[src/rtl/lshift_load_seq_if.sv]
// +----------------------------------------------------------------------+
// | lshift_load_seq_if : request handshake and shift-register load bus    |
// | Rev 1.0                                                               |
// +----------------------------------------------------------------------+
`default_nettype none

interface lshift_load_seq_if #(
  parameter int WIDTH = 8,
  parameter int CNT_W = 8
);
  logic             req_valid;
  logic             req_ready;
  logic [WIDTH-1:0] req_val;
  logic [CNT_W-1:0] req_run;
  logic             abort;
  logic [WIDTH-1:0] load_val;
  logic             load_en;
  logic             busy;
  logic             done;
  logic [15:0]      load_count;

  modport master (
    output req_valid, req_val, req_run, abort,
    input  req_ready, load_val, load_en, busy, done, load_count
  );

  modport slave (
    input  req_valid, req_val, req_run, abort,
    output req_ready, load_val, load_en, busy, done, load_count
  );
endinterface

`default_nettype wire

[src/rtl/lshift_load_seq.sv]
// +----------------------------------------------------------------------+
// | lshift_load_seq : one load_en pulse per request, then a timed run     |
// | Rev 1.0                                                               |
// +----------------------------------------------------------------------+
`default_nettype none

module lshift_load_seq #(
  parameter int WIDTH       = 8,
  parameter int CNT_W       = 8,
  parameter int DEFAULT_RUN = 20
) (
  input  logic              clk,
  input  logic              rstn,
  lshift_load_seq_if.slave  bus
);

  typedef enum logic [1:0] {
    ST_IDLE = 2'd0,
    ST_LOAD = 2'd1,
    ST_RUN  = 2'd2
  } state_t;

  localparam logic [CNT_W-1:0] C_DEFAULT_RUN = CNT_W'(DEFAULT_RUN);
  localparam logic [CNT_W-1:0] C_ONE         = {{(CNT_W-1){1'b0}}, 1'b1};

  state_t           state_q;
  logic [WIDTH-1:0] load_val_q;
  logic             load_en_q;
  logic             busy_q;
  logic             done_q;
  logic             ready_q;
  logic [CNT_W-1:0] cnt_q;
  logic [15:0]      load_count_q;

  logic [CNT_W-1:0] run_d;
  logic [15:0]      load_count_d;

  assign run_d        = (bus.req_run == '0) ? C_DEFAULT_RUN : bus.req_run;
  assign load_count_d = (load_count_q == 16'hFFFF) ? load_count_q : load_count_q + 16'd1;

  always_ff @(posedge clk or negedge rstn) begin
    if (!rstn) begin
      state_q      <= ST_IDLE;
      load_val_q   <= '0;
      load_en_q    <= 1'b0;
      busy_q       <= 1'b0;
      done_q       <= 1'b0;
      ready_q      <= 1'b0;
      cnt_q        <= '0;
      load_count_q <= 16'd0;
    end else begin
      done_q <= 1'b0;
      case (state_q)
        ST_IDLE: begin
          if (bus.req_valid && ready_q && !bus.abort) begin
            load_val_q <= bus.req_val;
            load_en_q  <= 1'b1;
            busy_q     <= 1'b1;
            ready_q    <= 1'b0;
            cnt_q      <= run_d;
            state_q    <= ST_LOAD;
          end else begin
            // Also raises ready on the first edge after reset release.
            ready_q <= 1'b1;
          end
        end

        ST_LOAD: begin
          load_en_q    <= 1'b0;
          load_count_q <= load_count_d;
          if (bus.abort) begin
            busy_q  <= 1'b0;
            ready_q <= 1'b1;
            cnt_q   <= '0;
            state_q <= ST_IDLE;
          end else begin
            state_q <= ST_RUN;
          end
        end

        ST_RUN: begin
          if (bus.abort) begin
            busy_q  <= 1'b0;
            ready_q <= 1'b1;
            cnt_q   <= '0;
            state_q <= ST_IDLE;
          end else if (cnt_q == C_ONE) begin
            done_q <= 1'b1;
            // A waiting request is taken on the completion edge itself.
            if (bus.req_valid) begin
              load_val_q <= bus.req_val;
              load_en_q  <= 1'b1;
              cnt_q      <= run_d;
              state_q    <= ST_LOAD;
            end else begin
              busy_q  <= 1'b0;
              ready_q <= 1'b1;
              cnt_q   <= '0;
              state_q <= ST_IDLE;
            end
          end else begin
            cnt_q <= cnt_q - C_ONE;
          end
        end

        default: begin
          load_en_q <= 1'b0;
          busy_q    <= 1'b0;
          ready_q   <= 1'b1;
          cnt_q     <= '0;
          state_q   <= ST_IDLE;
        end
      endcase
    end
  end

  assign bus.req_ready  = ready_q;
  assign bus.load_val   = load_val_q;
  assign bus.load_en    = load_en_q;
  assign bus.busy       = busy_q;
  assign bus.done       = done_q;
  assign bus.load_count = load_count_q;

endmodule

`default_nettype wire

[src/flat_wrapper.sv]
// flat-port wrapper written by rule: the top's interface ports become plain ports
module lshift_load_seq_flat 
#(
  parameter int WIDTH       = 8,
  parameter int CNT_W       = 8,
  parameter int DEFAULT_RUN = 20
)
  (clk, rstn, bus_req_valid, bus_req_val, bus_req_run, bus_abort, bus_req_ready, bus_load_val, bus_load_en, bus_busy, bus_done, bus_load_count);
  lshift_load_seq_if #(.WIDTH(WIDTH), .CNT_W(CNT_W)) bus_i ();
  input  logic clk;
  input  logic rstn;
  input wire logic [$bits(bus_i.req_valid)-1:0] bus_req_valid;
  input wire logic [$bits(bus_i.req_val)-1:0] bus_req_val;
  input wire logic [$bits(bus_i.req_run)-1:0] bus_req_run;
  input wire logic [$bits(bus_i.abort)-1:0] bus_abort;
  output wire logic [$bits(bus_i.req_ready)-1:0] bus_req_ready;
  output wire logic [$bits(bus_i.load_val)-1:0] bus_load_val;
  output wire logic [$bits(bus_i.load_en)-1:0] bus_load_en;
  output wire logic [$bits(bus_i.busy)-1:0] bus_busy;
  output wire logic [$bits(bus_i.done)-1:0] bus_done;
  output wire logic [$bits(bus_i.load_count)-1:0] bus_load_count;
  assign bus_i.req_valid = bus_req_valid;
  assign bus_i.req_val = bus_req_val;
  assign bus_i.req_run = bus_req_run;
  assign bus_i.abort = bus_abort;
  assign bus_req_ready = bus_i.req_ready;
  assign bus_load_val = bus_i.load_val;
  assign bus_load_en = bus_i.load_en;
  assign bus_busy = bus_i.busy;
  assign bus_done = bus_i.done;
  assign bus_load_count = bus_i.load_count;
  lshift_load_seq #(.WIDTH(WIDTH), .CNT_W(CNT_W), .DEFAULT_RUN(DEFAULT_RUN)) u_core (.clk(clk), .rstn(rstn), .bus(bus_i));
endmodule
[config.mk]
export PLATFORM = sky130hd
export DESIGN_NAME = lshift_load_seq_flat
export DESIGN_NICKNAME = d
export VERILOG_FILES = /design/src/rtl/lshift_load_seq_if.sv /design/src/rtl/lshift_load_seq.sv /design/src/flat_wrapper.sv
export SDC_FILE = /design/constraint.sdc
export NUM_CORES = 1
export LEC_CHECK = 0
export CAP_MARGIN = 20
export CORE_UTILIZATION = 30
export CTS_CLUSTER_SIZE = 8
export DETAILED_ROUTE_END_ITERATION = 12
export PLACE_DENSITY = 0.5
export SYNTH_ARGS = -nofsm -noshare
export SYNTH_HDL_FRONTEND = slang
export SYNTH_SLANG_ARGS = --single-unit
[constraint.sdc]
create_clock -name clk -period 4.2 [get_ports clk]
set_input_delay 0.42 -clock clk [delete_from_list [all_inputs] [get_ports clk]]
set_output_delay 0.42 -clock clk [all_outputs]
set_load 0.02 [all_outputs]
* Word-level counts from Yosys, hierarchy flattened
Index checks and enable logic that the tools add are counted.
** Storage, ports and cells
- Logic and storage cells :: 72
- Register bits after elaboration :: 38
- Output and inout port bits :: 28
- Input bits :: 20
** Cells by class
- Muxes and demuxes :: 37
- Reduce and logical (&&, ||, !) cells :: 13
- Add/sub/neg operators :: 2
- Equal/unequal tests :: 11
- Bitwise gates (word level) :: 1
** Operators with widths (number)
- $mux W8 :: 10
- $pmux W8 S3 :: 1
- $mux W1 :: 17
- $add A16 B1 Y16 const B :: 1
- $eq A16 B16 Y1 const B :: 1
- $pmux W8 S2 :: 1
- $eq A8 B1 Y1 const B :: 1
- $logic_not A8 Y1 :: 1
- $mux W2 :: 4
- $reduce_and A4 Y1 :: 2
- $sub A8 B1 Y8 const B :: 1
- $ne A2 B2 Y1 const B :: 3
- $pmux W1 S3 :: 2
- $pmux W2 S3 :: 1
- $reduce_and A2 Y1 :: 3
- $reduce_and A5 Y1 :: 1
- $ne A2 B1 Y1 const B :: 2
- $ne A3 B2 Y1 const B :: 1
- $ne A3 B3 Y1 const B :: 1
- $reduce_and A3 Y1 :: 1
- $eq A2 B1 Y1 const B :: 1
- $eq A2 B2 Y1 const B :: 1
- $logic_and A1 B1 Y1 :: 2
- $logic_not A2 Y1 :: 1
- other kinds (4) :: 4

* Depth between registers and ports, before layout
Gate-level depths: netlist of run 1.
- Depth in word-level cells :: 6
- Gate-level depth with buffers :: 8
- Gate-level depth less buffers :: 7

* Worst setup path before layout of run 1
OpenSTA, ideal clock, no wires.
- Path kind :: flip-flop to flip-flop
- Start :: reg u_core.load_count_q[0], in the netlist u_core.bus.load_count[0]
- End :: reg u_core.load_count_q[1], in the netlist u_core.bus.load_count[1]
- Slack :: 2.248 ns
- Buffers on the path :: 0
- Stages on the path, launching flop included :: 6
- Data required time :: 4.072 ns
- Arrival time :: 1.825 ns
- Period minus slack after synthesis :: 1.952 ns
- Path through :: dfrtp_1 ha_1 nand3_1 or2_1 o31ai_4 mux2_1
** On the way
- Longest elaborated chain between the ends :: 3
- Elaborated cells on any way between the ends :: 4
** RTL lines
- start: declaration :: line lshift_load_seq.sv:33 : logic [15:0] load_count_q;
- start signal: assignment :: line lshift_load_seq.sv:70 : load_count_q <= load_count_d;
- branches (longest 3 deep; another with $add A16 B1 Y16)
Parallel ways; which one is timed is not known.
A chain may end at the register's enable or synchronous reset.

* Final worst setup path of run 1
- Start :: reg u_core.cnt_q[1]
- End :: reg u_core.load_val_q[1], in the netlist u_core.bus.load_val[1]
** On the way
- Longest elaborated chain between the ends :: 3
** RTL lines
- start: declaration :: line lshift_load_seq.sv:32 : logic [CNT_W-1:0] cnt_q;
- start signal: assignment :: line lshift_load_seq.sv:60 : cnt_q <= run_d;
- start signal: assignment :: line lshift_load_seq.sv:93 : cnt_q <= run_d;
- start signal: assignment :: line lshift_load_seq.sv:102 : cnt_q <= cnt_q - C_ONE;
- $eq A8 B1 Y1 :: line lshift_load_seq.sv:87 : end else if (cnt_q == C_ONE) begin
- $ne A2 B1 Y1 (no source line)
- $reduce_and A5 Y1 (no source line)
- end signal: assignment :: line lshift_load_seq.sv:56 : load_val_q <= bus.req_val;
- end signal: assignment :: line lshift_load_seq.sv:91 : load_val_q <= bus.req_val;
- end: declaration :: line lshift_load_seq.sv:27 : logic [WIDTH-1:0] load_val_q;
No other way between the ends.

==> impl_metrics.env, run 1 <==
export IMPL_status="finished clean"
export IMPL_wl_per_cell_um=14.3
export IMPL_finalSetupViolations=0
export IMPL_p_leak_nw=1.11
export IMPL_clock_sinks=38
export IMPL_syn_nets=216
export IMPL_ctsHoldBuffers=0
export IMPL_slowest_stage="nor3_4"
export IMPL_first_pass_iters=4
export IMPL_cts_resized=0
export IMPL_fp_dieW_um=83.3
export IMPL_crit_fanout=14
export IMPL_die_h_um=83.3
export IMPL_path_depth=6
export IMPL_root_buffer="clkbuf_8"
export IMPL_routed_wirelength_um=4610
export IMPL_slowest_delay_ns=0.65
export IMPL_initial_core_util_pct=31.2
export IMPL_finalPower_mw=1.37
export IMPL_cp_required_ns=4.37
export IMPL_cts_tree="done"
export IMPL_worst_pin_slew_ns=0.870
export IMPL_clock_skew_ns=0.00991
export IMPL_max_freq_mhz=425
export IMPL_core_area_um2=6350
export IMPL_place_hpwl_um=3290
export IMPL_synthFlopType="dfrtp_1"
export IMPL_num_vias=1625
export IMPL_async_reset_ff_share_pct=100
export IMPL_fp_dieArea_um2=6940
export IMPL_peakVddDrop_mv=0.287
export IMPL_rr_worst_depth=6
export IMPL_finalHoldViolCount=0
export IMPL_area_growth_pct=34.3
export IMPL_grt_max_degree=39
export IMPL_crit_family="simple AND/OR/NAND/NOR gates"
export IMPL_viasPerCell=5.05
export IMPL_cp_cell_sequence="inv_1 -> ha_1 -> nor4b_4 -> a31oi_2 -> nor3_4 -> mux2_2"
export IMPL_grt_overflow=0
export IMPL_rows=29
export IMPL_place_congestion=0.775
export IMPL_rsz0062_at_grt="no"
export IMPL_grtUsageTotal_pct=14.3
export IMPL_mostFrequentLayoutCells="46 x clkdlybuf4s50_1, 38 x dfrtp_1, 24 x nor2_1, 21 x nand2_1, 10 x a21oi_1"
export IMPL_grt_antenna_before_repair=0
export IMPL_diodes=0
export IMPL_synth_seq_cells=38
export IMPL_worstSetupEndpointType="register"
export IMPL_finalCriticalPeriod_ns=2.35
export IMPL_drive_gt1_share_pct=12.7
export IMPL_worstPathArrival_ns=2.52
export IMPL_slew_violations=0
export IMPL_fin_util_pct=42.0
export IMPL_drc=0
export IMPL_clk_path_buf_depth=2
export IMPL_grt_pass1_wl_um=7930
export IMPL_fin_cells=322
export IMPL_clkTransAtPathRegs_ns=0.08
export IMPL_path_class="reg2reg"
export IMPL_final_common_cell="clkdlybuf4s50_1"
export IMPL_relSlewSlack_pct=42.0
export IMPL_drv_cap=0
export IMPL_critPathBufInv=1
export IMPL_ios=48
export IMPL_synth_area_leader_cell="dfrtp_1"
export IMPL_antenna_left=0
export IMPL_drt_iter0_drc=44
export IMPL_avgSynthCellArea_um2=10.3
export IMPL_port_buffer_count=47
export IMPL_htreeDepth=2
export IMPL_holdWs_ns=0.237
export IMPL_synth_seq_area_share_pct=47.9
export IMPL_timing_setup_tns_ns=0
export IMPL_grt_pass1_vias=1562
export IMPL_nets=267
export IMPL_startpoint_type="register"
export IMPL_synth_warnings=0
export IMPL_syn_area_um2=1980
export IMPL_dp_cells=314
export IMPL_synth_edf_count=0
export IMPL_post_route_period_util_pct=56.0
export IMPL_power_density_nw_per_um2=513
export IMPL_post_cts_setup_buffers=0
export IMPL_netlist_top_cells_area="dfrtp_1 48%, nor2_1 4.5%, nand2_1 4.0%"
export IMPL_clock_latency_ns=0.29
export IMPL_synth_cells=193
export IMPL_cts_buffers_inserted=5
export IMPL_synth_top_area_share_pct=47.9
export IMPL_hp_class="in2async"
export IMPL_synth_cell_types=48
[layer usage]
metal	up-vias	part of all wire, %	global-route usage [%]
li1	793	-	-
met1	791	51	20.4
met2	39	43	20.8
met3	2	5.0	3.98
met4	0	0.59	4.70
met5	-	0	0
[synth_stat cells, types with 2 or more instances]
master    number
a21oi_1       10
a221o_2        3
a31oi_1        4
dfrtp_1       38
ha_1           3
inv_1          6
mux2_2         6
mux2_4         4
nand2_1       21
nand2b_1       4
nand3_1        7
nand3b_1       2
nand4_1        4
nor2_1        24
nor2b_1        2
nor3_1         4
o21ai_0        6
o221ai_1       2
o22ai_1        2
o311ai_1       2
o31ai_1        2
or2_2          2
xnor2_1        5
xor2_1         6
[per-stage QoR]
step	setup slack, ns	area [um^2]
after detailed placement	1.84	2520
final	1.85	2660
after global routing	1.66	2660
after floorplan	2.25	1980
after global placement	1.89	2520
after CTS	1.83	2660
[state kept, by name (all words and copies together), names as in the netlist]
name and count:
u_core.bus.busy 1, u_core.bus.done 1, u_core.bus.req_ready 1, u_core.state_q 2, u_core.bus.load_count 16, u_core.cnt_q 8
u_core.bus.load_val 8, u_core.bus.load_en 1
[report_power, final]
part           internal [mW]  switching, mW
clock network          0.254          0.134
registers              0.443         0.0906
logic                  0.223          0.222
[worst paths after layout]
check                                     startpoint                   endpoint  slack (ns)
setup / recovery                     u_core.cnt_q[1]     u_core.bus.load_val[1]        1.85
hold / removal                                  rstn            u_core.cnt_q[7]        0.24
setup reg to reg                     u_core.cnt_q[1]     u_core.bus.load_val[1]        1.85
hold reg to reg            u_core.bus.load_count[12]  u_core.bus.load_count[12]        0.49
max in group asynchronous                       rstn            u_core.cnt_q[6]        3.41
min in group clk           u_core.bus.load_count[12]  u_core.bus.load_count[12]        0.49
[cell type report]
class,count,area (um^2)
clock buffer,6,82.6
clock inverter,2,60.1
fill,612,3690
inverter,6,22.5
multi-input combinational,146,986
sequential,38,951
tap,77,96.3
timing repair buffer,47,465
[kinds of logic (layout without fill, tap and decap cells)]
group                      count (synthesis)  count (layout)  synth area share [%]
buffers and inverters                      9              61                  2.33
adders and majority gates                  3               3                  1.89
AOI/OAI and AO/OA                         40              40                  14.8
DFF                                       38              38                  47.9
muxes                                     11              11                  7.00
xor gates and xnor gates                  11              11                  4.86
and+or+nand+nor                           81              81                  21.2
Note: power is estimated with default switching activity, not from simulation.
==> run 2: changes to the inputs <==
==> constraint.sdc (replaced) <==
create_clock -name clk -period 2.3 [get_ports clk]
set_input_delay 0.23 -clock clk [delete_from_list [all_inputs] [get_ports clk]]
set_output_delay 0.23 -clock clk [all_outputs]
set_load 0.02 [all_outputs]
==> run 2 against run 1 <==
  * Hold slack worse by 0.19 ns
  * Largest cell class unchanged
  * Flip-flop and latch count unchanged
  * Fmax rose by 16%
  * Global-route usage is 0.54 points lower
  * Count of clock-buffer cells in the layout shrank 1
  * Via count decreased by 1.1%
  * First-iteration DRC count up 39%
  * Critical path depth is 1 higher
  * Routed wire length is 1.6% lower
==> impl_metrics.env, run 2 (synthesis gave the netlist of run 1 again) <==
export IMPL_path_class="reg2reg"
export IMPL_power_share_combinational_pct=35.2
export IMPL_ctsHoldBuffers=0
export IMPL_drive_gt1_share_pct=14.4
export IMPL_die_h_um=83.3
export IMPL_place_congestion=0.774
export IMPL_finalHoldViolCount=0
export IMPL_cts_buffers_inserted=5
export IMPL_peakVddDrop_mv=0.462
export IMPL_viasPerCell=4.91
export IMPL_antenna_left=0
export IMPL_cp_required_ns=2.48
export IMPL_drt_iter0_drc=61
export IMPL_placedInstanceArea_um2=2560
export IMPL_rr_endpoint="u_core.bus.load_val[5]"
export IMPL_grt_pass1_vias=1500
export IMPL_crit_start="u_core.cnt_q[1]"
export IMPL_timing_setup_tns_ns=0
export IMPL_crit_fanout=9
export IMPL_rows=29
export IMPL_place_hpwl_um=3190
export IMPL_slowest_stage="dfrtp_1"
export IMPL_clkTransAtPathRegs_ns=0.08
export IMPL_p_clk_share_pct=23.7
export IMPL_r2r_slack_ns=0.27
export IMPL_area_growth_pct=34.5
export IMPL_multi_input_area_um2=986
export IMPL_grt_pass1_wl_um=7660
export IMPL_clock_sinks=38
export IMPL_ios=48
export IMPL_fp_dieW_um=83.3
export IMPL_wl_met2_um=1890
export IMPL_post_cts_setup_buffers=0
export IMPL_wl_met3_um=279
export IMPL_root_buffer="clkbuf_8"
export IMPL_routed_wirelength_um=4530
export IMPL_clock_skew_ns=0.00551
export IMPL_wl_per_cell_um=13.9
export IMPL_fp_dieArea_um2=6940
export IMPL_finalCriticalPeriod_ns=2.03
export IMPL_num_vias=1607
export IMPL_p_sw_mw=0.813
export IMPL_routed_top_layer="met4"
export IMPL_rr_worst_depth=7
export IMPL_switching_share_pct=34.4
export IMPL_stdcell_area_um2=2670
export IMPL_finalSetupViolations=0
export IMPL_cp_cell_sequence="inv_1 -> ha_1 -> nor4b_4 -> a31oi_2 -> nor3_4 -> buf_4 -> mux2_4"
export IMPL_first_pass_iters=4
export IMPL_largest_reg_flops=16
export IMPL_slew_violations=0
export IMPL_drv_cap=0
export IMPL_max_freq_mhz=493
export IMPL_seq_area_um2=951
export IMPL_grtUsageTotal_pct=13.8
export IMPL_status="finished clean"
export IMPL_grt_max_degree=39
export IMPL_diodes=0
export IMPL_clk_path_buf_depth=2
export IMPL_p_seq_share_pct=41.1
export IMPL_mostFrequentLayoutCells="46 x clkdlybuf4s50_1, 38 x dfrtp_1, 24 x nor2_1, 21 x nand2_1, 10 x a21oi_1"
export IMPL_cts_resized=0
export IMPL_startpoint_type="register"
export IMPL_nFillCells=628
export IMPL_grt_overflow=0
export IMPL_crit_path_end="u_core.bus.load_val[5]"
export IMPL_p_int_mw=1.55
export IMPL_rsz0062_at_grt="no"
export IMPL_post_route_period_util_pct=88.2
export IMPL_worst_pin_slew_ns=0.880
export IMPL_cts_tree="done"
export IMPL_core_area_um2=6350
export IMPL_grt_antenna_before_repair=0
export IMPL_hp_class="in2async"
export IMPL_worstSetupEndpointType="register"
export IMPL_htreeDepth=2
export IMPL_drc=0
export IMPL_relSlewSlack_pct=41.3
export IMPL_clock_latency_ns=0.29
export IMPL_p_leak_nw=1.12
export IMPL_final_common_cell="clkdlybuf4s50_1"
export IMPL_nets=272
export IMPL_rr_startpoint="u_core.cnt_q[1]"
export IMPL_worstPathArrival_ns=2.21
export IMPL_holdWs_ns=0.0505
export IMPL_port_buffer_count=47
export IMPL_slowest_delay_ns=0.43
export IMPL_power_density_nw_per_um2=886
export IMPL_initial_core_util_pct=31.2
export IMPL_wl_met1_um=2310
## run 2: changes by cell type in the layout (fill, tap and decap cells not counted)
| cell | delta |
|---|---|
| clkinv_2 | +2 |
| buf_4 | +5 |
| clkbuf_8 | -1 |
| bufinv_16 | -1 |
## run 2: metal layers
metal,global-route usage (%),vias up
met5,0,-
met4,4.23,0
met3,4.37,6
met2,19.6,38
met1,19.8,761
li1,-,802
## run 2: cell type report
class	count	area share [%]
multi-input combinational	146	37.0
sequential	38	35.6
clock buffer	5	2.58
tap	77	3.61
inverter	6	0.844
clock inverter	3	1.50
timing repair buffer	52	18.9
## run 2: per-stage QoR
| step | utilization [%] | cells | power, mW | setup slack [ns] |
|---|---|---|---|---|
| floorplan | - | 193 | 1.46 | 0.348 |
| finish | 42.0 | 327 | 2.36 | 0.272 |
| CTS | 42.0 | 327 | 2.40 | 0.253 |
| global placement | 40.3 | 319 | 1.82 | 0.273 |
| global route | 42.0 | 327 | 2.53 | 0.158 |
| detailed placement | 40.3 | 319 | 1.82 | 0.290 |
## run 2: power by group through the flow
stage	clock network, mW	logic (mW)	registers, mW
finish	0.559	0.832	0.971
global route	0.617	0.909	1.00
CTS	0.592	0.841	0.972
detailed placement	0	0.839	0.979
global placement	0	0.839	0.983
floorplan	0	0.388	1.07
## run 2: worst min path at each step
| stage | start | to | slack, ns |
|---|---|---|---|
| after CTS | rstn | u_core.cnt_q[0] | 0.09 |
| after global routing | rstn | u_core.cnt_q[6] | 0.13 |
| after floorplan | rstn | u_core.bus.busy | -0.07 |
| final | rstn | u_core.cnt_q[0] | 0.05 |
| after global placement | rstn | u_core.cnt_q[0] | 0.42 |
| after detailed placement | rstn | u_core.cnt_q[0] | 0.41 |
## run 2: critical path: cells and delay by family, from the launching register on
kind            cells  cell delay, ns
mux                 1            0.32
fa+ha+maj           1            0.19
simple gates        2            0.48
flops               1            0.43
compound gates      1            0.17
buf+inv             2            0.32
==> run 3: changes to the inputs <==
--- a/config.mk
+++ b/config.mk
@@ -6,10 +6,12 @@
 export NUM_CORES = 1
 export LEC_CHECK = 0
 export CAP_MARGIN = 20
+export CELL_PAD_IN_SITES_DETAIL_PLACEMENT = 0
+export CELL_PAD_IN_SITES_GLOBAL_PLACEMENT = 2
 export CORE_UTILIZATION = 30
 export CTS_CLUSTER_SIZE = 8
 export DETAILED_ROUTE_END_ITERATION = 12
-export PLACE_DENSITY = 0.5
+export PLACE_DENSITY = 0.75
 export SYNTH_ARGS = -nofsm -noshare
 export SYNTH_HDL_FRONTEND = slang
 export SYNTH_SLANG_ARGS = --single-unit
==> run 3 against run 2 <==
  * Design area grew 0.19%
  * First-iteration DRC count shrank 4.9%
  * Register-to-register slack is essentially flat
  * Sequential power shrank 0.7%
  * Routed wire length shrank 0.77%
  * Setup slack gained 0.0053 ns
  * Critical endpoint is now u_core.bus.load_val[1]
==> impl_metrics.env, run 3 (synthesis gave the netlist of run 1 again) <==
export IMPL_relSlewSlack_pct=42.1
export IMPL_drc=0
export IMPL_wl_met1_um=2360
export IMPL_worstSetupEndpointType="register"
export IMPL_clock_sinks=38
export IMPL_worstPathArrival_ns=2.19
export IMPL_finalPower_mw=2.29
export IMPL_path_class="reg2reg"
export IMPL_grtUsageTotal_pct=13.9
export IMPL_p_leak_nw=1.12
export IMPL_drive_gt1_share_pct=15.0
export IMPL_viasPerCell=4.89
export IMPL_drt_iter0_drc=58
export IMPL_diodes=0
export IMPL_setup_ws_ns=0.278
export IMPL_finalHoldViolCount=0
export IMPL_nets=275
export IMPL_slew_violations=0
export IMPL_clock_latency_ns=0.29
export IMPL_finalSetupViolations=0
export IMPL_cts_tree="done"
export IMPL_num_vias=1615
export IMPL_wl_per_cell_um=13.6
export IMPL_crit_fanout=7
export IMPL_cts_buffers_inserted=5
export IMPL_grt_pass1_vias=1578
export IMPL_routed_wirelength_um=4500
export IMPL_worst_pin_slew_ns=0.868
export IMPL_first_pass_iters=4
export IMPL_cts_resized=0
export IMPL_place_ws_ns=0.287
export IMPL_place_hpwl_um=3230
export IMPL_power_density_nw_per_um2=858
export IMPL_drv_cap=0
export IMPL_largest_reg_flops=16
export IMPL_max_freq_mhz=494
export IMPL_status="finished clean"
export IMPL_rr_endpoint="u_core.bus.load_val[1]"
export IMPL_grt_antenna_before_repair=0
export IMPL_mostFrequentLayoutCells="46 x clkdlybuf4s50_1, 38 x dfrtp_1, 24 x nor2_1, 21 x nand2_1, 10 x a21oi_1"
export IMPL_port_buffer_count=47
export IMPL_grt_overflow=0
export IMPL_timing_setup_tns_ns=0
export IMPL_initial_core_util_pct=31.2
export IMPL_final_common_cell="clkdlybuf4s50_1"
export IMPL_core_area_um2=6350
export IMPL_wl_met2_um=1900
export IMPL_peakVddDrop_mv=0.600
export IMPL_clkTransAtPathRegs_ns=0.08
export IMPL_fp_dieW_um=83.3
export IMPL_area_growth_pct=34.8
export IMPL_ios=48
export IMPL_htreeDepth=2
export IMPL_finalCriticalPeriod_ns=2.02
export IMPL_r2r_slack_ns=0.28
export IMPL_routed_top_layer="met4"
export IMPL_cp_required_ns=2.47
export IMPL_post_route_period_util_pct=87.9
export IMPL_rr_worst_depth=7
export IMPL_antenna_left=0
export IMPL_ctsHoldBuffers=0
export IMPL_rr_startpoint="u_core.cnt_q[1]"
export IMPL_place_congestion=0.813
export IMPL_clock_skew_ns=0.00700
export IMPL_post_cts_setup_buffers=0
export IMPL_root_buffer="clkbuf_8"
export IMPL_wl_met3_um=212
export IMPL_rows=29
export IMPL_hp_class="in2async"
export IMPL_die_h_um=83.3
export IMPL_startpoint_type="register"
export IMPL_grt_max_degree=39
export IMPL_clk_path_buf_depth=2
export IMPL_fp_dieArea_um2=6940
export IMPL_grt_pass1_wl_um=7890
export IMPL_rsz0062_at_grt="no"
-- run 3: final cells by class --
type	instances	area (um^2)
fill	619	3680
multi-input combinational	146	986
sequential	38	951
timing repair buffer	55	526
tap	77	96.3
clock buffer	7	86.3
inverter	6	22.5
clock inverter	1	5.00
-- run 3: worst max-delay path, stage by stage, from the launching register on --
cell,delay (ns)
dfrtp_1,0.43
inv_1,0.10
ha_1,0.19
nor4b_4,0.28
a31oi_2,0.17
nor3_4,0.21
buf_4,0.20
mux2_2,0.34
-- run 3: metal layers --
| metal | up-vias | track usage, % |
|---|---|---|
| li1 | 807 | - |
| met1 | 766 | 21.2 |
| met2 | 40 | 19.0 |
| met3 | 2 | 3.78 |
| met4 | 0 | 4.23 |
| met5 | - | 0 |
-- run 3: how the worst max path moves through the flow --
stage | startpoint | endpoint | slack, ns | cells after the start
2_1_floorplan | u_core.bus.load_count[0] | u_core.bus.load_count[1] | 0.35 | 5
3_3_place_gp | u_core.bus.load_count[0] | u_core.bus.load_count[1] | 0.27 | 5
3_5_place_dp | u_core.cnt_q[1] | u_core.bus.load_val[7] | 0.29 | 7
4_1_cts | u_core.cnt_q[1] | u_core.bus.load_val[1] | 0.27 | 7
5_1_grt | u_core.cnt_q[1] | u_core.bus.load_val[0] | 0.15 | 7
6_report | u_core.cnt_q[1] | u_core.bus.load_val[1] | 0.28 | 7
-- run 3: report_power, final --
group	total, mW	internal, mW	switching, mW
clock	0.475	0.242	0.233
sequential	0.964	0.809	0.155
combinational	0.854	0.431	0.423
-- run 3: through the flow --
| stage | area [um^2] | util [%] | hold slack, ns | std cells |
|---|---|---|---|---|
| floorplan | 1980 | - | -0.0656 | 193 |
| global placement | 2580 | 40.7 | 0.409 | 322 |
| detailed placement | 2580 | 40.7 | 0.413 | 322 |
| CTS | 2670 | 42.1 | 0.0960 | 330 |
| global route | 2670 | 42.1 | 0.137 | 330 |
| finish | 2670 | 42.1 | 0.0574 | 330 |
